**src/rtl/ddr2_pkg.sv**
```systemverilog
// Shared types for the DDR2 command front end: the command record, the
// splitter state encoding and the AXI burst-type constant.
package ddr2_pkg;

   localparam int DDR2_BANK_WIDTH = 3;
   localparam int DDR2_ROW_WIDTH  = 14;
   localparam int DDR2_COL_WIDTH  = 10;

   localparam logic [1:0] AXI_BURST_INCR = 2'b01;

   typedef enum logic {
      IDLE  = 1'b0,
      SPLIT = 1'b1
   } split_state_t;

   // The record fixes the default DDR2 geometry; the splitter's width parameters must match it.
   typedef struct packed {
      logic                       write;
      logic [DDR2_BANK_WIDTH-1:0] bank;
      logic [DDR2_ROW_WIDTH-1:0]  row;
      logic [DDR2_COL_WIDTH-1:0]  col;
      logic [3:0]                 beats;
      logic                       last;
   } ddr2_cmd_t;

endpackage

```
**src/rtl/ddr2_axi_cmd_splitter_if.sv**
```systemverilog
// AXI AW/AR address channels plus the outgoing DDR2 command stream.
// The splitter connects through the slave modport; the upstream/bank side uses master.
interface ddr2_axi_cmd_splitter_if #(
   parameter int ADDR_WIDTH = 32,
   parameter int BANK_WIDTH = 3,
   parameter int ROW_WIDTH  = 14,
   parameter int COL_WIDTH  = 10
);
   logic [ADDR_WIDTH-1:0] axi_awaddr;
   logic [7:0]            axi_awlen;
   logic [2:0]            axi_awsize;
   logic [1:0]            axi_awburst;
   logic                  axi_awvalid;
   logic                  axi_awready;

   logic [ADDR_WIDTH-1:0] axi_araddr;
   logic [7:0]            axi_arlen;
   logic [2:0]            axi_arsize;
   logic [1:0]            axi_arburst;
   logic                  axi_arvalid;
   logic                  axi_arready;

   logic                  cmd_valid;
   logic                  cmd_ready;
   logic                  cmd_write;
   logic [BANK_WIDTH-1:0] cmd_bank;
   logic [ROW_WIDTH-1:0]  cmd_row;
   logic [COL_WIDTH-1:0]  cmd_col;
   logic [3:0]            cmd_beats;
   logic                  cmd_last;
   logic                  err_unsup;

   modport slave (
      input  axi_awaddr, axi_awlen, axi_awsize, axi_awburst, axi_awvalid,
      input  axi_araddr, axi_arlen, axi_arsize, axi_arburst, axi_arvalid,
      input  cmd_ready,
      output axi_awready, axi_arready,
      output cmd_valid, cmd_write, cmd_bank, cmd_row, cmd_col, cmd_beats, cmd_last,
      output err_unsup
   );

   modport master (
      output axi_awaddr, axi_awlen, axi_awsize, axi_awburst, axi_awvalid,
      output axi_araddr, axi_arlen, axi_arsize, axi_arburst, axi_arvalid,
      output cmd_ready,
      input  axi_awready, axi_arready,
      input  cmd_valid, cmd_write, cmd_bank, cmd_row, cmd_col, cmd_beats, cmd_last,
      input  err_unsup
   );

endinterface

```
**src/rtl/ddr2_addr_map.sv**
```systemverilog
// Linear beat address -> column/bank/row decode; also used by the read-return path.
module ddr2_addr_map #(
   parameter int COL_WIDTH  = 10,
   parameter int BANK_WIDTH = 3,
   parameter int ROW_WIDTH  = 14
) (
   input  logic [COL_WIDTH+BANK_WIDTH+ROW_WIDTH-1:0] beat_addr,
   output logic [COL_WIDTH-1:0]                      col,
   output logic [BANK_WIDTH-1:0]                     bank,
   output logic [ROW_WIDTH-1:0]                      row
);

   assign col  = beat_addr[COL_WIDTH-1:0];
   assign bank = beat_addr[COL_WIDTH+BANK_WIDTH-1:COL_WIDTH];
   assign row  = beat_addr[COL_WIDTH+BANK_WIDTH+ROW_WIDTH-1:COL_WIDTH+BANK_WIDTH];

endmodule

```
**src/rtl/ddr2_axi_cmd_splitter.sv**
```systemverilog
// Round-robin AW/AR arbiter that splits AXI INCR bursts into aligned DDR2 column commands.
// Define DDR2_CMD_STATS_EN to add per-direction command counters and an unsupported-burst counter.
module ddr2_axi_cmd_splitter
   import ddr2_pkg::*;
#(
   parameter int DATA_WIDTH  = 64,
   parameter int ADDR_WIDTH  = 32,
   parameter int BANK_WIDTH  = DDR2_BANK_WIDTH,
   parameter int ROW_WIDTH   = DDR2_ROW_WIDTH,
   parameter int COL_WIDTH   = DDR2_COL_WIDTH,
   parameter int BURST_BEATS = 4
) (
   input  logic                   clk,
   input  logic                   rst,
   ddr2_axi_cmd_splitter_if.slave bus
`ifdef DDR2_CMD_STATS_EN
   ,
   output logic [31:0]            stat_wr_cmds,
   output logic [31:0]            stat_rd_cmds,
   output logic [15:0]            stat_unsup
`endif
);

   localparam int ADDR_LSB = $clog2(DATA_WIDTH / 8);
   localparam int BB_LSB   = $clog2(BURST_BEATS);
   localparam int MAP_W    = COL_WIDTH + BANK_WIDTH + ROW_WIDTH;

   split_state_t          state_q, state_d;
   logic                  last_wr_q, last_wr_d;
   logic [ADDR_WIDTH-1:0] beat_addr_q, beat_addr_d;
   logic [8:0]            remaining_q, remaining_d;
   ddr2_cmd_t             cmd_q, cmd_d;
   logic                  cmd_valid_q, cmd_valid_d;
   logic                  err_unsup_q, err_unsup_d;

   logic                  in_idle, aw_grant, ar_grant, accept, unsup, cmd_fire;
   logic [ADDR_WIDTH-1:0] sel_addr, src_addr;
   logic [7:0]            sel_len;
   logic [2:0]            sel_size;
   logic [1:0]            sel_burst;
   logic [8:0]            src_rem;
   logic [3:0]            room, beats;
   logic [COL_WIDTH-1:0]  map_col;
   logic [BANK_WIDTH-1:0] map_bank;
   logic [ROW_WIDTH-1:0]  map_row;
   ddr2_cmd_t             new_cmd;

   // The next command is built from the incoming request in IDLE, from the saved cursor in SPLIT.
   always_comb begin
      in_idle   = (state_q == IDLE);
      aw_grant  = bus.axi_awvalid && (!bus.axi_arvalid || !last_wr_q);
      ar_grant  = bus.axi_arvalid && !aw_grant;
      accept    = in_idle && (aw_grant || ar_grant);
      sel_addr  = aw_grant ? bus.axi_awaddr  : bus.axi_araddr;
      sel_len   = aw_grant ? bus.axi_awlen   : bus.axi_arlen;
      sel_size  = aw_grant ? bus.axi_awsize  : bus.axi_arsize;
      sel_burst = aw_grant ? bus.axi_awburst : bus.axi_arburst;
      unsup     = (sel_burst != AXI_BURST_INCR) || (sel_size != 3'(ADDR_LSB));
      src_addr  = in_idle ? (sel_addr >> ADDR_LSB) : beat_addr_q;
      src_rem   = in_idle ? (9'(sel_len) + 9'd1) : remaining_q;
      room      = 4'(BURST_BEATS) - 4'(src_addr[BB_LSB-1:0]);
      beats     = (src_rem < 9'(room)) ? src_rem[3:0] : room;
      cmd_fire  = cmd_valid_q && bus.cmd_ready;

      new_cmd       = '0;
      new_cmd.write = in_idle ? aw_grant : cmd_q.write;
      new_cmd.bank  = map_bank;
      new_cmd.row   = map_row;
      new_cmd.col   = map_col;
      new_cmd.beats = beats;
      new_cmd.last  = (9'(beats) == src_rem);
   end

   ddr2_addr_map #(
      .COL_WIDTH  (COL_WIDTH),
      .BANK_WIDTH (BANK_WIDTH),
      .ROW_WIDTH  (ROW_WIDTH)
   ) u_addr_map (
      .beat_addr (src_addr[MAP_W-1:0]),
      .col       (map_col),
      .bank      (map_bank),
      .row       (map_row)
   );

   always_comb begin
      state_d     = state_q;
      last_wr_d   = last_wr_q;
      beat_addr_d = beat_addr_q;
      remaining_d = remaining_q;
      cmd_d       = cmd_q;
      cmd_valid_d = cmd_valid_q;
      err_unsup_d = 1'b0;
      case (state_q)
         IDLE: begin
            if (accept) begin
               last_wr_d = aw_grant;
               if (unsup) begin
                  err_unsup_d = 1'b1;
               end else begin
                  state_d     = SPLIT;
                  cmd_d       = new_cmd;
                  cmd_valid_d = 1'b1;
                  beat_addr_d = src_addr;
                  remaining_d = src_rem;
               end
            end
         end
         SPLIT: begin
            // A handshake always leaves one idle cycle before the next command is presented.
            if (cmd_fire) begin
               cmd_valid_d = 1'b0;
               beat_addr_d = beat_addr_q + ADDR_WIDTH'(cmd_q.beats);
               remaining_d = remaining_q - 9'(cmd_q.beats);
               if (cmd_q.last) state_d = IDLE;
            end else if (!cmd_valid_q) begin
               cmd_d       = new_cmd;
               cmd_valid_d = 1'b1;
            end
         end
         default: state_d = IDLE;
      endcase
   end

   always_ff @(posedge clk) begin
      if (rst) begin
         state_q     <= IDLE;
         last_wr_q   <= 1'b0;
         beat_addr_q <= '0;
         remaining_q <= '0;
         cmd_q       <= '0;
         cmd_valid_q <= 1'b0;
         err_unsup_q <= 1'b0;
      end else begin
         state_q     <= state_d;
         last_wr_q   <= last_wr_d;
         beat_addr_q <= beat_addr_d;
         remaining_q <= remaining_d;
         cmd_q       <= cmd_d;
         cmd_valid_q <= cmd_valid_d;
         err_unsup_q <= err_unsup_d;
      end
   end

   assign bus.axi_awready = in_idle && aw_grant;
   assign bus.axi_arready = in_idle && ar_grant;
   assign bus.cmd_valid   = cmd_valid_q;
   assign bus.cmd_write   = cmd_q.write;
   assign bus.cmd_bank    = cmd_q.bank;
   assign bus.cmd_row     = cmd_q.row;
   assign bus.cmd_col     = cmd_q.col;
   assign bus.cmd_beats   = cmd_q.beats;
   assign bus.cmd_last    = cmd_q.last;
   assign bus.err_unsup   = err_unsup_q;

`ifdef DDR2_CMD_STATS_EN
   logic [31:0] stat_wr_q, stat_wr_d, stat_rd_q, stat_rd_d;
   logic [15:0] stat_unsup_q, stat_unsup_d;

   // Command counters wrap; the unsupported-burst counter saturates.
   always_comb begin
      stat_wr_d    = stat_wr_q;
      stat_rd_d    = stat_rd_q;
      stat_unsup_d = stat_unsup_q;
      if (cmd_fire && cmd_q.write)  stat_wr_d = stat_wr_q + 32'd1;
      if (cmd_fire && !cmd_q.write) stat_rd_d = stat_rd_q + 32'd1;
      if (err_unsup_q && (stat_unsup_q != 16'hFFFF)) stat_unsup_d = stat_unsup_q + 16'd1;
   end

   always_ff @(posedge clk) begin
      if (rst) begin
         stat_wr_q    <= '0;
         stat_rd_q    <= '0;
         stat_unsup_q <= '0;
      end else begin
         stat_wr_q    <= stat_wr_d;
         stat_rd_q    <= stat_rd_d;
         stat_unsup_q <= stat_unsup_d;
      end
   end

   assign stat_wr_cmds = stat_wr_q;
   assign stat_rd_cmds = stat_rd_q;
   assign stat_unsup   = stat_unsup_q;
`endif

endmodule

```
**src/flat_wrapper.sv**
```systemverilog
// flat-port wrapper written by rule: the top's interface ports become plain ports
module ddr2_axi_cmd_splitter_flat import ddr2_pkg::*;
#(
   parameter int DATA_WIDTH  = 64,
   parameter int ADDR_WIDTH  = 32,
   parameter int BANK_WIDTH  = DDR2_BANK_WIDTH,
   parameter int ROW_WIDTH   = DDR2_ROW_WIDTH,
   parameter int COL_WIDTH   = DDR2_COL_WIDTH,
   parameter int BURST_BEATS = 4
)
  (clk, rst, bus_axi_awaddr, bus_axi_awlen, bus_axi_awsize, bus_axi_awburst, bus_axi_awvalid, bus_axi_araddr, bus_axi_arlen, bus_axi_arsize, bus_axi_arburst, bus_axi_arvalid, bus_cmd_ready, bus_axi_awready, bus_axi_arready, bus_cmd_valid, bus_cmd_write, bus_cmd_bank, bus_cmd_row, bus_cmd_col, bus_cmd_beats, bus_cmd_last, bus_err_unsup);
  ddr2_axi_cmd_splitter_if #(.ADDR_WIDTH(ADDR_WIDTH), .BANK_WIDTH(BANK_WIDTH), .ROW_WIDTH(ROW_WIDTH), .COL_WIDTH(COL_WIDTH)) bus_i ();
  input  logic clk;
  input  logic rst;
  input wire logic [$bits(bus_i.axi_awaddr)-1:0] bus_axi_awaddr;
  input wire logic [$bits(bus_i.axi_awlen)-1:0] bus_axi_awlen;
  input wire logic [$bits(bus_i.axi_awsize)-1:0] bus_axi_awsize;
  input wire logic [$bits(bus_i.axi_awburst)-1:0] bus_axi_awburst;
  input wire logic [$bits(bus_i.axi_awvalid)-1:0] bus_axi_awvalid;
  input wire logic [$bits(bus_i.axi_araddr)-1:0] bus_axi_araddr;
  input wire logic [$bits(bus_i.axi_arlen)-1:0] bus_axi_arlen;
  input wire logic [$bits(bus_i.axi_arsize)-1:0] bus_axi_arsize;
  input wire logic [$bits(bus_i.axi_arburst)-1:0] bus_axi_arburst;
  input wire logic [$bits(bus_i.axi_arvalid)-1:0] bus_axi_arvalid;
  input wire logic [$bits(bus_i.cmd_ready)-1:0] bus_cmd_ready;
  output wire logic [$bits(bus_i.axi_awready)-1:0] bus_axi_awready;
  output wire logic [$bits(bus_i.axi_arready)-1:0] bus_axi_arready;
  output wire logic [$bits(bus_i.cmd_valid)-1:0] bus_cmd_valid;
  output wire logic [$bits(bus_i.cmd_write)-1:0] bus_cmd_write;
  output wire logic [$bits(bus_i.cmd_bank)-1:0] bus_cmd_bank;
  output wire logic [$bits(bus_i.cmd_row)-1:0] bus_cmd_row;
  output wire logic [$bits(bus_i.cmd_col)-1:0] bus_cmd_col;
  output wire logic [$bits(bus_i.cmd_beats)-1:0] bus_cmd_beats;
  output wire logic [$bits(bus_i.cmd_last)-1:0] bus_cmd_last;
  output wire logic [$bits(bus_i.err_unsup)-1:0] bus_err_unsup;
  assign bus_i.axi_awaddr = bus_axi_awaddr;
  assign bus_i.axi_awlen = bus_axi_awlen;
  assign bus_i.axi_awsize = bus_axi_awsize;
  assign bus_i.axi_awburst = bus_axi_awburst;
  assign bus_i.axi_awvalid = bus_axi_awvalid;
  assign bus_i.axi_araddr = bus_axi_araddr;
  assign bus_i.axi_arlen = bus_axi_arlen;
  assign bus_i.axi_arsize = bus_axi_arsize;
  assign bus_i.axi_arburst = bus_axi_arburst;
  assign bus_i.axi_arvalid = bus_axi_arvalid;
  assign bus_i.cmd_ready = bus_cmd_ready;
  assign bus_axi_awready = bus_i.axi_awready;
  assign bus_axi_arready = bus_i.axi_arready;
  assign bus_cmd_valid = bus_i.cmd_valid;
  assign bus_cmd_write = bus_i.cmd_write;
  assign bus_cmd_bank = bus_i.cmd_bank;
  assign bus_cmd_row = bus_i.cmd_row;
  assign bus_cmd_col = bus_i.cmd_col;
  assign bus_cmd_beats = bus_i.cmd_beats;
  assign bus_cmd_last = bus_i.cmd_last;
  assign bus_err_unsup = bus_i.err_unsup;
  ddr2_axi_cmd_splitter #(.DATA_WIDTH(DATA_WIDTH), .ADDR_WIDTH(ADDR_WIDTH), .BANK_WIDTH(BANK_WIDTH), .ROW_WIDTH(ROW_WIDTH), .COL_WIDTH(COL_WIDTH), .BURST_BEATS(BURST_BEATS)) u_core (.clk(clk), .rst(rst), .bus(bus_i));
endmodule
```
**config.mk**
```make
export PLATFORM = sky130hd
export DESIGN_NAME = ddr2_axi_cmd_splitter_flat
export DESIGN_NICKNAME = d
export VERILOG_FILES = /design/src/rtl/ddr2_pkg.sv /design/src/rtl/ddr2_axi_cmd_splitter_if.sv /design/src/rtl/ddr2_addr_map.sv /design/src/rtl/ddr2_axi_cmd_splitter.sv /design/src/flat_wrapper.sv
export SDC_FILE = /design/constraint.sdc
export NUM_CORES = 1
export LEC_CHECK = 0
export ABC_CLOCK_PERIOD_IN_PS = 4800
export CAP_MARGIN = 25
export CORE_ASPECT_RATIO = 1.1
export CORE_MARGIN = 4
export CORE_UTILIZATION = 35
export DETAILED_ROUTE_END_ITERATION = 8
export GPL_TIMING_DRIVEN = 0
export SLEW_MARGIN = 10
export SYNTH_ARGS = -nofsm -noshare
export SYNTH_HDL_FRONTEND = slang
export SYNTH_SLANG_ARGS = --single-unit
```
**constraint.sdc**
```tcl
create_clock -name clk -period 4.8 [get_ports clk]
set_input_delay 0.72 -clock clk [delete_from_list [all_inputs] [get_ports clk]]
set_output_delay 0.72 -clock clk [all_outputs]
set_load 0.05 [all_outputs]
```
### Word level (Yosys, flattened, before mapping)

Index checks and enable logic that the tools add are counted.

* bits in registers: 78
* word-level logic and storage cells: 78
* input port bits: 95

* bitwise gates (word level): 2
* add/subtract/negate cells: 4
* magnitude comparators: 1
* eq/ne operators: 9
* reductions and logical operators: 18
* muxes and demuxes: 31

Operators with widths (number)
* 2-to-1 mux 32 bit: 5
* 2-to-1 mux 33 bit: 4
* one-hot mux 33 bit (2 select lines): 1
* one-hot mux 32 bit (2 select lines): 1
* 2-to-1 mux 9 bit: 4
* adder 32 x 4 -> 32 bit: 1
* one-hot mux 9 bit (2 select lines): 1
* != test 2 bit (second input constant): 6
* adder 8 x 1 -> 9 bit (second input constant): 1
* equality test 4 x 9 -> 1 bit: 1
* < comparator 9 x 4 -> 1 bit: 1
* 2-to-1 mux 1 bit: 9
* subtractor 9 x 4 -> 9 bit: 1
* 2-to-1 mux 8 bit: 1
* AND reduction 4 bit: 2
* logical AND 1 bit: 6
* 2-to-1 mux 4 bit: 1
* one-hot mux 1 bit (2 select lines): 2
* AND reduction 2 bit: 2
* subtractor 3 x 2 -> 4 bit (first input constant): 1
* logical NOT 1 bit: 3
* logical OR 1 bit: 3
* 2-to-1 mux 3 bit: 1
* != test 3 x 2 -> 1 bit (second input constant): 1
* other kinds (5): 6

### Depth between registers and ports, before layout

Gate-level depths: netlist of run 1.

* depth after elaboration: 12
* gate-level depth with buffers: 15
* mapped depth without buffers: 14

### Cells and area by module

A second synthesis of run 1 with hierarchy kept.

* cells, all modules: 708
* area, all modules: 5096.1 um2

By module, submodules not included
* ddr2_axi_cmd_splitter: area an instance 4893.4 um2, times used 1, cells an instance 681, sequential area each 1461.4 um2
* ddr2_addr_map: area an instance 202.7 um2, times used 1, cells an instance 27, sequential area each 0.0 um2

### Least setup slack after synthesis of run 1

No wires, ideal clock.

* path kind: input port to flip-flop
* from: input bus_axi_awvalid
* to: register u_core.cmd_q (netlist bit u_core.bus.cmd_beats[1])
* setup slack: 1.141 ns
* arrival time: 3.563 ns
* cell stages on the path: 15
* buffers on the path: 3
* path through: a21boi_4 > buf_6 > buf_2 > buf_2 > nand2_1 > nand2_1 > ha_1 > mux2_2 > ha_1 > nand2_1 > a21oi_2 > a311o_1 > o21bai_1 > nand3_2 > o41ai_2

* cells in the longest elaborated chain, start to end: 9

RTL lines
* start, declared: line flat_wrapper.sv:19 `input wire logic [$bits(bus_i.axi_awvalid)-1:0] bus_axi_awvalid;`
* logical AND 1 bit (*): line ddr2_axi_cmd_splitter.sv:51 `aw_grant = bus.axi_awvalid && (!bus.axi_arvalid || !last_wr_q);`
* 2-to-1 mux 8 bit / 2-to-1 mux 32 bit (equally long branches): line ddr2_axi_cmd_splitter.sv:55, ddr2_axi_cmd_splitter.sv:54
* adder 8 x 1 -> 9 bit / 2-to-1 mux 32 bit (equally long branches): line ddr2_axi_cmd_splitter.sv:60, ddr2_axi_cmd_splitter.sv:59
* 2-to-1 mux 9 bit / subtractor 3 x 2 -> 4 bit (equally long branches): line ddr2_axi_cmd_splitter.sv:60, ddr2_axi_cmd_splitter.sv:61
* < comparator 9 x 4 -> 1 bit: line ddr2_axi_cmd_splitter.sv:62 `beats = (src_rem < 9'(room)) ? src_rem[3:0] : room;`
* 2-to-1 mux 4 bit: line ddr2_axi_cmd_splitter.sv:62
* 2-to-1 mux 33 bit (on tied branches): line ddr2_axi_cmd_splitter.sv:115, ddr2_axi_cmd_splitter.sv:97
* 2-to-1 mux 33 bit (on tied branches): line ddr2_axi_cmd_splitter.sv:110, ddr2_axi_cmd_splitter.sv:95
* one-hot mux 33 bit (2 select lines): line ddr2_axi_cmd_splitter.sv:93 `case (state_q)`
* end signal, assigned: line ddr2_axi_cmd_splitter.sv:138 `cmd_q <= cmd_d;`
* end, declared: line ddr2_axi_cmd_splitter.sv:32 `ddr2_cmd_t cmd_q, cmd_d;`

Mark *: on every way between the ends. The rest lies on a longest branch, timed or not. The select of a mux whose other input is x is not followed.
A chain may end at the register's enable or synchronous reset.

### Worst setup path after layout of run 1

Ends and elaborated chain as after synthesis.

==> results of run 1 <==
[state kept, by name, indices dropped and copies added, names as in the netlist]
name and count:
u_core.bus.cmd_last 1, u_core.bus.cmd_valid 1, u_core.beat_addr_q 27, u_core.state_q 1, u_core.bus.cmd_write 1, u_core.bus.err_unsup 1, u_core.remaining_q 9, u_core.last_wr_q 1
u_core.bus.cmd_col 10, u_core.bus.cmd_row 14, u_core.bus.cmd_beats 4, u_core.bus.cmd_bank 3
[cells in the final DEF, fill, tap and decap left out, types with 9 or more instances in the layout]
| master | synthesis | routed |
|---|---|---|
| clkdlybuf4s50_1 | 0 | 120 |
| nand2_1 | 94 | 94 |
| nor2_1 | 86 | 86 |
| a21oi_1 | 78 | 78 |
| dfxtp_1 | 73 | 73 |
| o21ai_0 | 34 | 34 |
| nor3_1 | 28 | 28 |
| clkbuf_1 | 25 | 25 |
| nand3_1 | 24 | 24 |
| and3_1 | 19 | 19 |
| inv_1 | 15 | 15 |
| mux2i_1 | 14 | 14 |
| a211oi_1 | 14 | 14 |
| ha_1 | 11 | 11 |
| buf_2 | 10 | 9 |
| nand4_1 | 9 | 9 |
| clkbuf_16 | 0 | 9 |
[final timing paths]
check,start,endpoint,slack (ps),cells after the start
max,bus_axi_awvalid,u_core.bus.cmd_beats[1],310,16
min,u_core.bus.cmd_col[4],u_core.bus.cmd_col[4],450,2
max reg2reg,u_core.last_wr_q,u_core.bus.cmd_beats[1],900,15
min reg2reg,u_core.bus.cmd_col[4],u_core.bus.cmd_col[4],450,2
[per-layer routing]
layer,part of all wire [%],vias to the layer above
met5,0,-
li1,-,2673
met4,2.7,0
met3,6.6,29
met1,43,2643
met2,47,229
[cells in the mapped netlist, types with 10 or more instances]
master	count
a21oi_1	78
dfxtp_1	73
a211oi_1	14
inv_1	15
clkbuf_1	25
nand2_1	94
nor2_1	86
and3_1	19
nand3_1	24
mux2i_1	14
buf_2	10
ha_1	11
o21ai_0	34
nor3_1	28
[report_power, final]
group	switching [mW]	internal [mW]	total, mW
Clock	0.267	0.360	0.627
Sequential	0.0119	0.620	0.632
Combinational	0.210	0.164	0.374
[stage by stage]
stage	setup slack, ps	total power [mW]	std cells
6_report	310	1.63	988
5_1_grt	45.8	1.70	988
4_1_cts	15.1	1.64	988
3_5_place_dp	-335	1.01	973
3_3_place_gp	-285	1.01	973
2_1_floorplan	1140	0.855	669
[cells by family (layout without fill, tap and decap cells)]
kind of cell             count (synthesis)  in the layout  share of synthesized area, %
buffers and inverters                   61            196                          5.72
flip-flops                              73             73                          30.0
XOR/XNOR                                13             13                          2.34
adder cells (fa/ha/maj)                 14             14                          3.85
AO/OA/AOI/OAI                          193            193                          25.7
multiplexers                            17             17                          3.64
AND/OR/NAND/NOR                        298            298                          28.8
[worst register-to-register path: stages, from the launching register on]
cell and delay (ps):
dfxtp_1 350, a21boi_4 350, buf_6 200, buf_2 350, clkbuf_4 350, nand2_1 80, nand2_1 80, ha_1 150
clkbuf_1 320, nand3_1 160, xor2_1 250, o221ai_1 140, a211o_1 280, nor4_4 280, nand3_2 160, o41ai_2 320
[final cells by class]
cell class	instances	area (µm²)	area share, %
Multi-Input combinational cell	535	3140	47.7
Sequential cell	73	1460	22.2
Timing Repair Buffer	120	1200	18.3
Clock buffer	12	246	3.75
Tap cell	184	230	3.50
Buffer	44	220	3.35
Inverter	17	63.8	0.970
Clock inverter	3	17.5	0.266
==> impl_metrics.csv, run 1 <==
group,metric,value,unit
run_status,outcome,"complete, no violations",
sta,hold_viol_final,0,
synthesis,synth.net_count,777,
clock_network,cts-hold-fix-buffers,0,
sta,grt_setup_unrepaired,"no",
min_path,hold_class,"reg -> reg",
route,drtPass1Iterations,5,
place,post-dp-hpwl,14600,µm
global_route,gr_overflow_total,0,
clock_network,clock_root_buffer_master,"clkbuf_16",
route,avgViaCountPerCell,5.64,
final_layout,final_net_count,908,
place,port_buffers,120,
run,maxCapViolations,0,
global_route,grt_start_max_net_pins,12,
floorplanning,core,13400,µm²
synthesis,asyncSetResetFlopFracSynth,0,%
clock_network,cts_setup_buffers,0,
clock_network,post_cts_resize_count,0,
power,vdd_ir_drop_max,0.140,mV
final_layout,post_route_cells_drive_above_1_share,6.22,%
place,gpl.final_weighted_congestion,0.892,
sta,final.setup_skew,4.03,ps
route,post_drt_wl_per_cell,19.8,µm
synthesis,synth.lib_cells_used.distinct,68,
worst_setup_path,path_delay_family,"buffers and inverters",
worst_setup_path,worst-endpoint-arrival,4740,ps
sta,timing_worst_slew_pin_value,983,ps
global_route,grtUsageTotal,24.5,%
sta,max_freq,0.223,GHz
synthesis,yosys.area.top_type_share,30.0,%
worst_setup_path,crit_top_cell,"nand2_1",
route,remaining_drc_errors,0,
global_route,met1_demand_to_capacity_share_in_global_routing,31.7,%
floorplanning,dieWidth,121,µm
clock_network,clock_tree_from_tritoncts,"done",
worst_setup_path,worst_path_largest_cell_delay,530,ps
final_layout,final_core_util,49.0,%
global_route,gr-max-usage-layer,"met2",
global_route,grt_util_met3,3.69,%
sta,worst_slew_margin_rel,34.1,%
sta,finalMaxSlewViolations,0,
floorplanning,dieArea,15900,µm²
final_layout,inserted_diodes,0,
clock_network,cts_inserted_buffers,9,
synthesis,synth.top_cells.by_area,"dfxtp_1, a21oi_1, nand2_1, nor2_1, o21ai_0",
power,powerDensity,248,nW/µm²
place,placement.cell_area,6310,µm²
synthesis,synth_area_leader_cell,"dfxtp_1",
final_layout,syn2layout_area_growth,34.9,%
sta,min_period_over_period,93.5,%
sta,time_the_worst_path_needs_with_i_o_delays_and_setup,4490,ps
worst_setup_path,slowest_stage,"clkdlybuf4s50_1",
floorplanning,die-height,132,µm
final_layout,fillerInstances,1436,
sta,timing.final.setup_violations,0,
worst_setup_path,timing_worst_setup_path_type,"in -> reg",
synthesis,count_of_warnings_emitted_by_yosys,0,
worst_setup_path,cp_num_buf_inv,5,
clock_network,cts.path.max_buffers,2,
worst_setup_path,startpoint_type,"input pin",
clock_network,cts_num_sinks,73,
route,detail-route-antenna-nets,0,
sta,whs,453,ps
power,static-leakage-power,2.39,nW
clock_network,clk-insertion-delay-late,340,ps
worst_setup_path,critical_path.max_fanout,10,
global_route,antenna_found_initial,0,
synthesis,postSynthCellCount,669,
worst_setup_path,setup.worst_path.end_class,"register",
route,route.vias.total,5574,
clock_network,htreeDepth,3,
worst_setup_path,critical_path_required,5050,ps
worst_setup_path,crit_chain,"clkdlybuf4s50_1 -> a21boi_4 -> buf_6 -> buf_2 -> clkbuf_4 -> nand2_1 -> nand2_1 -> ha_1 -> clkbuf_1 -> nand3_1 -> xor2_1 -> o221ai_1 -> a211o_1 -> nor4_4 -> nand3_2 -> o41ai_2",
final_layout,finish.instance_area,6580,µm²
route,drt_first_iter_violations,567,
global_route,global_route.usage.met2,40.6,%
synthesis,synthesis.area,4880,µm²
synthesis,syn-mean-instance-area,7.29,µm²
clock_network,path_clk_slew,60,ps
floorplanning,ioPinCount,132,
global_route,grt_first_pass_wirelength,30600,µm
sta,setup-tns-final,0,ps
synthesis,yosys_most_used_dff,"dfxtp_1",
synthesis,synth_enable_flop_cells,0,
floorplanning,start_util,36.3,%
route,totalWireLength,19500,µm
synthesis,ys_seq_area_share,30.0,%
floorplanning,std_cell_rows,44,
global_route,number_of_global_route_vias_before_repair,5565,
synthesis,synth_seq_cells,73,
Note: power is estimated with default switching activity, not from simulation.
==> run 2: changes to the inputs <==
CORE_UTILIZATION = 49   (was 35)
PLACE_DENSITY = 0.81   (was not set)
==> run 2 against run 1 <==
Compared with the run above: worst setup slack worse by 63 ps; sequential share of layout area up 0.45 points; global-route usage up 7.5 points; wire length down 2.8%; critical endpoint unchanged; largest power group unchanged.
==> impl_metrics.csv, run 2 (synthesis gave the netlist of run 1 again) <==
group,metric,value,unit
run_status,outcome,"complete, no violations",
floorplanning,ioPinCount,132,
sta,max_freq,0.220,GHz
worst_setup_path,worst-endpoint-arrival,4820,ps
global_route,number_of_global_route_vias_before_repair,5489,
power,cell_internal_pwr,1.04,mW
worst_setup_path,slowest_stage,"clkdlybuf4s50_1",
sta,setup-tns-final,0,ps
route,avgViaCountPerCell,6.30,
power,fraction_of_power_spent_switching_nets,31.3,%
route,drt_first_iter_violations,559,
floorplanning,dieWidth,103,µm
global_route,antenna_found_initial,0,
power,p_sw,475,µW
final_layout,max_flop_register,"u_core.beat_addr_q",
power,share_seq_of_total_power,41.6,%
clock_network,clk-insertion-delay-late,370,ps
worst_setup_path,cp_num_buf_inv,5,
place,port_buffers,120,
worst_setup_path,setup.worst_path.end_class,"register",
clock_network,clock_tree_from_tritoncts,"done",
final_layout,final_core_util,67.6,%
floorplanning,core,9540,µm²
place,gpl.final_weighted_congestion,0.976,
floorplanning,std_cell_rows,37,
worst_setup_path,timing_worst_setup_path_type,"in -> reg",
route,remaining_drc_errors,0,
power,static-leakage-power,2.37,nW
final_layout,post_route_cells_drive_above_1_share,6.68,%
clock_network,cts.path.max_buffers,2,
sta,time_the_worst_path_needs_with_i_o_delays_and_setup,4550,ps
clock_network,clock_root_buffer_master,"clkbuf_8",
power,vdd_ir_drop_max,0.171,mV
place,post-dp-hpwl,14000,µm
floorplanning,die-height,113,µm
route,totalWireLength,19000,µm
worst_setup_path,worst_path_largest_cell_delay,530,ps
final_layout,final_common_cell,"clkdlybuf4s50_1",
clock_network,cts_inserted_buffers,9,
sta,worst_slew_margin_rel,40.2,%
power,share_clk_of_total_power,33.2,%
global_route,grt_first_pass_wirelength,28800,µm
run,maxCapViolations,0,
clock_network,cts_num_sinks,73,
final_layout,syn2layout_area_growth,32.2,%
final_layout,largest_register_ff_count,27,
sta,timing.final.setup_violations,0,
global_route,grtUsageTotal,31.9,%
global_route,grt_start_max_net_pins,13,
power,final_total_pwr,1.52,mW
worst_setup_path,critical_path_required,5070,ps
route,route.vias.total,5827,
clock_network,htreeDepth,3,
sta,grt_setup_unrepaired,"no",
sta,final.setup_skew,9.73,ps
worst_setup_path,crit_chain,"clkdlybuf4s50_1 -> a21boi_4 -> buf_6 -> buf_2 -> buf_2 -> nand2_1 -> nand2_1 -> ha_1 -> clkbuf_1 -> nand3_1 -> xor2_1 -> o221ai_1 -> a211o_1 -> nor4_4 -> nand3_2 -> o41ai_2",
global_route,gr_overflow_total,0,
sta,min_period_over_period,94.8,%
floorplanning,start_util,51.1,%
final_layout,layout_common_cells,"clkdlybuf4s50_1, nand2_1, nor2_1",
sta,hold_viol_final,0,
place,placement.cell_area,6220,µm²
worst_setup_path,critical_path.max_fanout,10,
final_layout,finish.instance_area,6450,µm²
power,powerDensity,235,nW/µm²
final_layout,sequential_cell_area,1460,µm²
min_path,min_delay_startpoint,"u_core.bus.cmd_row[4]",
final_layout,layout.cells.non_filler,925,
floorplanning,dieArea,11600,µm²
clock_network,cts-hold-fix-buffers,0,
final_layout,fillerInstances,855,
route,detail-route-antenna-nets,0,
sta,timing_worst_slew_pin_value,891,ps
final_layout,inserted_diodes,0,
worst_setup_path,startpoint_type,"input pin",
worst_setup_path,timing.critical_path.from,"bus_axi_arvalid",
power,comb_power_share,25.2,%
route,post_drt_wl_per_cell,20.5,µm
route,drtPass1Iterations,5,
min_path,hold_class,"reg -> reg",
final_layout,final_net_count,911,
clock_network,path_clk_slew,80,ps
place,placed_cells,906,
final_layout,multi_input_comb_area,3140,µm²
worst_setup_path,worstReg2RegStart,"u_core.last_wr_q",
worst_setup_path,path_delay_family,"buffers and inverters",
sta,finalMaxSlewViolations,0,
-- run 2: path summary, 6_finish.rpt --
| path | end | slack (ps) | cells after the start |
|---|---|---|---|
| worst max-delay path | u_core.bus.cmd_beats[1] | 250 | 16 |
| worst min-delay path | u_core.bus.cmd_row[4] | 460 | 2 |
| worst max register to register | u_core.bus.cmd_beats[1] | 800 | 15 |
| worst min register to register | u_core.bus.cmd_row[4] | 460 | 2 |
-- run 2: worst min-delay path, cell delays in order, from the launching register on --
cell,delay [ps]
dfxtp_1,310
nand2_1,50
a21oi_1,50
-- run 2: power by group through the flow --
stage	clock network [mW]	registers [mW]	logic, mW
6_report	0.503	0.630	0.381
5_1_grt	0.534	0.632	0.405
4_1_cts	0.505	0.630	0.372
3_5_place_dp	0	0.644	0.369
3_3_place_gp	0	0.644	0.361
2_1_floorplan	0	0.667	0.188
-- run 2: per-stage QoR --
step           hold WS, ps  setup slack, ps
6_report               458              247
5_1_grt                478             26.6
4_1_cts                457              187
3_5_place_dp           448             -366
3_3_place_gp           442             -200
2_1_floorplan          441             1140
-- run 2: cell type report --
type                       instances  share of cell area (%)
multi-input combinational        535                    48.6
sequential                        73                    22.7
timing repair buffer             123                    19.0
buffer                            44                    3.38
tap                              117                    2.27
clock buffer                      12                    2.25
inverter                          17                   0.990
clock inverter                     4                   0.815
-- run 2: timing repair --
action / in CTS / in global routing
pin swaps: 0 / 1
setup buffers: 0 / 3
hold endpoints to repair: 0 / 0
setup endpoints to repair: 1 / 1
resized for setup: 1 / 2
-- run 2: routing by layer --
| metal | part of all wire [%] | global-route usage [%] | vias to the layer above |
|---|---|---|---|
| li1 | - | - | 2670 |
| met1 | 40 | 41.5 | 2720 |
| met2 | 47 | 51.8 | 374 |
| met3 | 9.0 | 5.53 | 63 |
| met4 | 3.6 | 12.8 | 0 |
| met5 | 0 | 0 | - |
==> run 3: changes to the inputs <==
GPL_ROUTABILITY_DRIVEN = 0   (was not set)
==> run 3 against run 2 <==
Compared with the run above: count of clock-buffer cells in the layout decreased by 3; sequential power hardly changed; cell count is 0.54% lower; global-route usage fell by 0.97 points; clock skew barely moved.
==> impl_metrics.csv, run 3 (synthesis gave the netlist of run 1 again) <==
group,metric,value,unit
run_status,outcome,"complete, no violations",
worst_setup_path,cp_num_buf_inv,5,
worst_setup_path,worstReg2RegStart,"u_core.last_wr_q",
floorplanning,core,9540,µm²
floorplanning,start_util,51.1,%
worst_setup_path,setup.worst_path.end_class,"register",
worst_setup_path,endpoint_of_the_most_critical_register_to_register_path,"u_core.bus.cmd_beats[1]",
global_route,grt_first_pass_wirelength,28600,µm
route,route.met3.wl,1980,µm
final_layout,inserted_diodes,0,
worst_setup_path,path_delay_family,"buffers and inverters",
worst_setup_path,startpoint_type,"input pin",
sta,timing_worst_slew_pin_value,897,ps
place,port_buffers,120,
place,post-dp-hpwl,13400,µm
run,maxCapViolations,0,
global_route,number_of_global_route_vias_before_repair,5727,
global_route,grtUsageTotal,30.9,%
floorplanning,std_cell_rows,37,
final_layout,final_net_count,908,
sta,whs,459,ps
power,final_total_pwr,1.48,mW
worst_setup_path,crit_top_cell,"nand2_1",
clock_network,clock_root_buffer_master,"clkbuf_8",
worst_setup_path,worst-endpoint-arrival,4780,ps
global_route,gr_overflow_total,0,
sta,finalMaxSlewViolations,0,
sta,grt_setup_unrepaired,"no",
min_path,whs_endpoint,"u_core.bus.cmd_col[8]",
final_layout,post_route_cells_drive_above_1_share,6.35,%
route,drtPass1Iterations,6,
clock_network,htreeDepth,3,
power,powerDensity,231,nW/µm²
min_path,min_delay_startpoint,"u_core.bus.cmd_col[8]",
route,post_drt_wl_per_cell,19.8,µm
route,route.vias.total,5834,
power,vdd_ir_drop_max,0.132,mV
route,totalWireLength,18200,µm
clock_network,cts.path.max_buffers,2,
final_layout,syn2layout_area_growth,31.5,%
sta,hold_viol_final,0,
final_layout,largest_register_ff_count,27,
floorplanning,die-height,113,µm
place,placement.cell_area,6220,µm²
route,remaining_drc_errors,0,
clock_network,cts_num_sinks,73,
worst_setup_path,r2r.worst_path.cells,15,
worst_setup_path,crit_chain,"clkdlybuf4s50_1 -> a21boi_4 -> buf_6 -> buf_2 -> clkbuf_4 -> nand2_1 -> nand2_1 -> ha_1 -> clkbuf_1 -> nand3_1 -> xor2_1 -> o221ai_1 -> a211o_1 -> nor4_4 -> nand3_2 -> o41ai_2",
place,placed_cells,906,
final_layout,layout_common_cells,"clkdlybuf4s50_1, nand2_1, nor2_1",
final_layout,max_flop_register,"u_core.beat_addr_q",
route,wl_met1,6840,µm
power,static-leakage-power,2.35,nW
sta,worst_slew_margin_rel,39.8,%
route,drt_first_iter_violations,692,
worst_setup_path,timing_worst_setup_path_type,"in -> reg",
final_layout,finish.instance_area,6410,µm²
clock_network,clk-insertion-delay-late,360,ps
global_route,grt_start_max_net_pins,13,
clock_network,cts-hold-fix-buffers,0,
worst_setup_path,critical_path_required,5060,ps
min_path,hold_depth,2,
sta,min_period_over_period,94.2,%
clock_network,path_clk_slew,80,ps
route,avgViaCountPerCell,6.34,
floorplanning,ioPinCount,132,
floorplanning,dieArea,11600,µm²
clock_network,clock_tree_from_tritoncts,"done",
route,top_layer,"met4",
final_layout,layout.cells.non_filler,920,
worst_setup_path,worst_path_largest_cell_delay,540,ps
clock_network,cts_setup_buffers,0,
worst_setup_path,critical_path.max_fanout,10,
min_path,hold_class,"reg -> reg",
worst_setup_path,slowest_stage,"clkdlybuf4s50_1",
sta,max_freq,0.221,GHz
worst_setup_path,reg2reg_slack,880,ps
route,detail-route-antenna-nets,0,
route,detailroute.wirelength.met2,8560,µm
sta,final.setup_skew,9.71,ps
floorplanning,dieWidth,103,µm
clock_network,cts_inserted_buffers,9,
sta,timing.final.setup_violations,0,
sta,time_the_worst_path_needs_with_i_o_delays_and_setup,4520,ps
final_layout,final_common_cell,"clkdlybuf4s50_1",
global_route,antenna_found_initial,0,
==> run 3: worst register-to-register path, stage by stage (launching register included) <==
cell,delay (ps)
dfxtp_1,360
a21boi_4,350
buf_6,190
buf_2,350
clkbuf_4,350
nand2_1,80
nand2_1,60
ha_1,140
clkbuf_1,320
nand3_1,150
xor2_1,270
o221ai_1,170
a211o_1,280
nor4_4,280
nand3_2,150
o41ai_2,330
==> run 3: final cells by class <==
type | count | area (µm²)
fillers | 852 | 3130
clock inverters | 5 | 58.8
flip-flops and latches | 73 | 1460
multi-input cells | 535 | 3140
plain buffers | 44 | 220
well taps | 117 | 146
repair buffers | 120 | 1200
inverters | 17 | 63.8
clock buffers | 9 | 124
==> run 3: what timing repair did <==
item | 4_1_cts | 5_1_grt
resized for setup | 0 | 5
setup endpoints to repair | 0 | 4
endpoints found under the hold margin | 0 | 0
==> run 3: metrics by stage <==
stage / setup TNS [ps] / setup slack [ps] / utilization (%)
floorplan: 0 / 1140 / -
detailed placement: -375 / -199 / 65.3
CTS: 0 / 146 / 67.2
global placement: -215 / -148 / 65.3
global route: 0 / 50.6 / 67.2
finish: 0 / 280 / 67.2
==> run 3: worst max-delay path by stage <==
stage	to	startpoint	depth (start not counted)
floorplan	u_core.bus.cmd_beats[1]	bus_axi_awvalid	15
global placement	u_core.bus.cmd_beats[1]	bus_axi_arvalid	16
detailed placement	u_core.bus.cmd_beats[1]	bus_axi_arvalid	16
CTS	u_core.bus.cmd_beats[1]	bus_axi_arvalid	16
global route	u_core.bus.cmd_beats[1]	bus_axi_awvalid	16
finish	u_core.bus.cmd_beats[1]	bus_axi_awvalid	16
==> run 3: report_power, final <==
group          total, mW  internal (mW)  switching (mW)
Sequential         0.631          0.619          0.0121
Combinational      0.372          0.164           0.208
Clock              0.480          0.234           0.246
Total               1.48           1.02           0.467
==> run 3: routing by layer <==
layer,track usage [%],up-vias
met5,0,-
met4,14.9,0
met3,6.09,73
met2,50.4,419
met1,38.6,2682
li1,-,2660
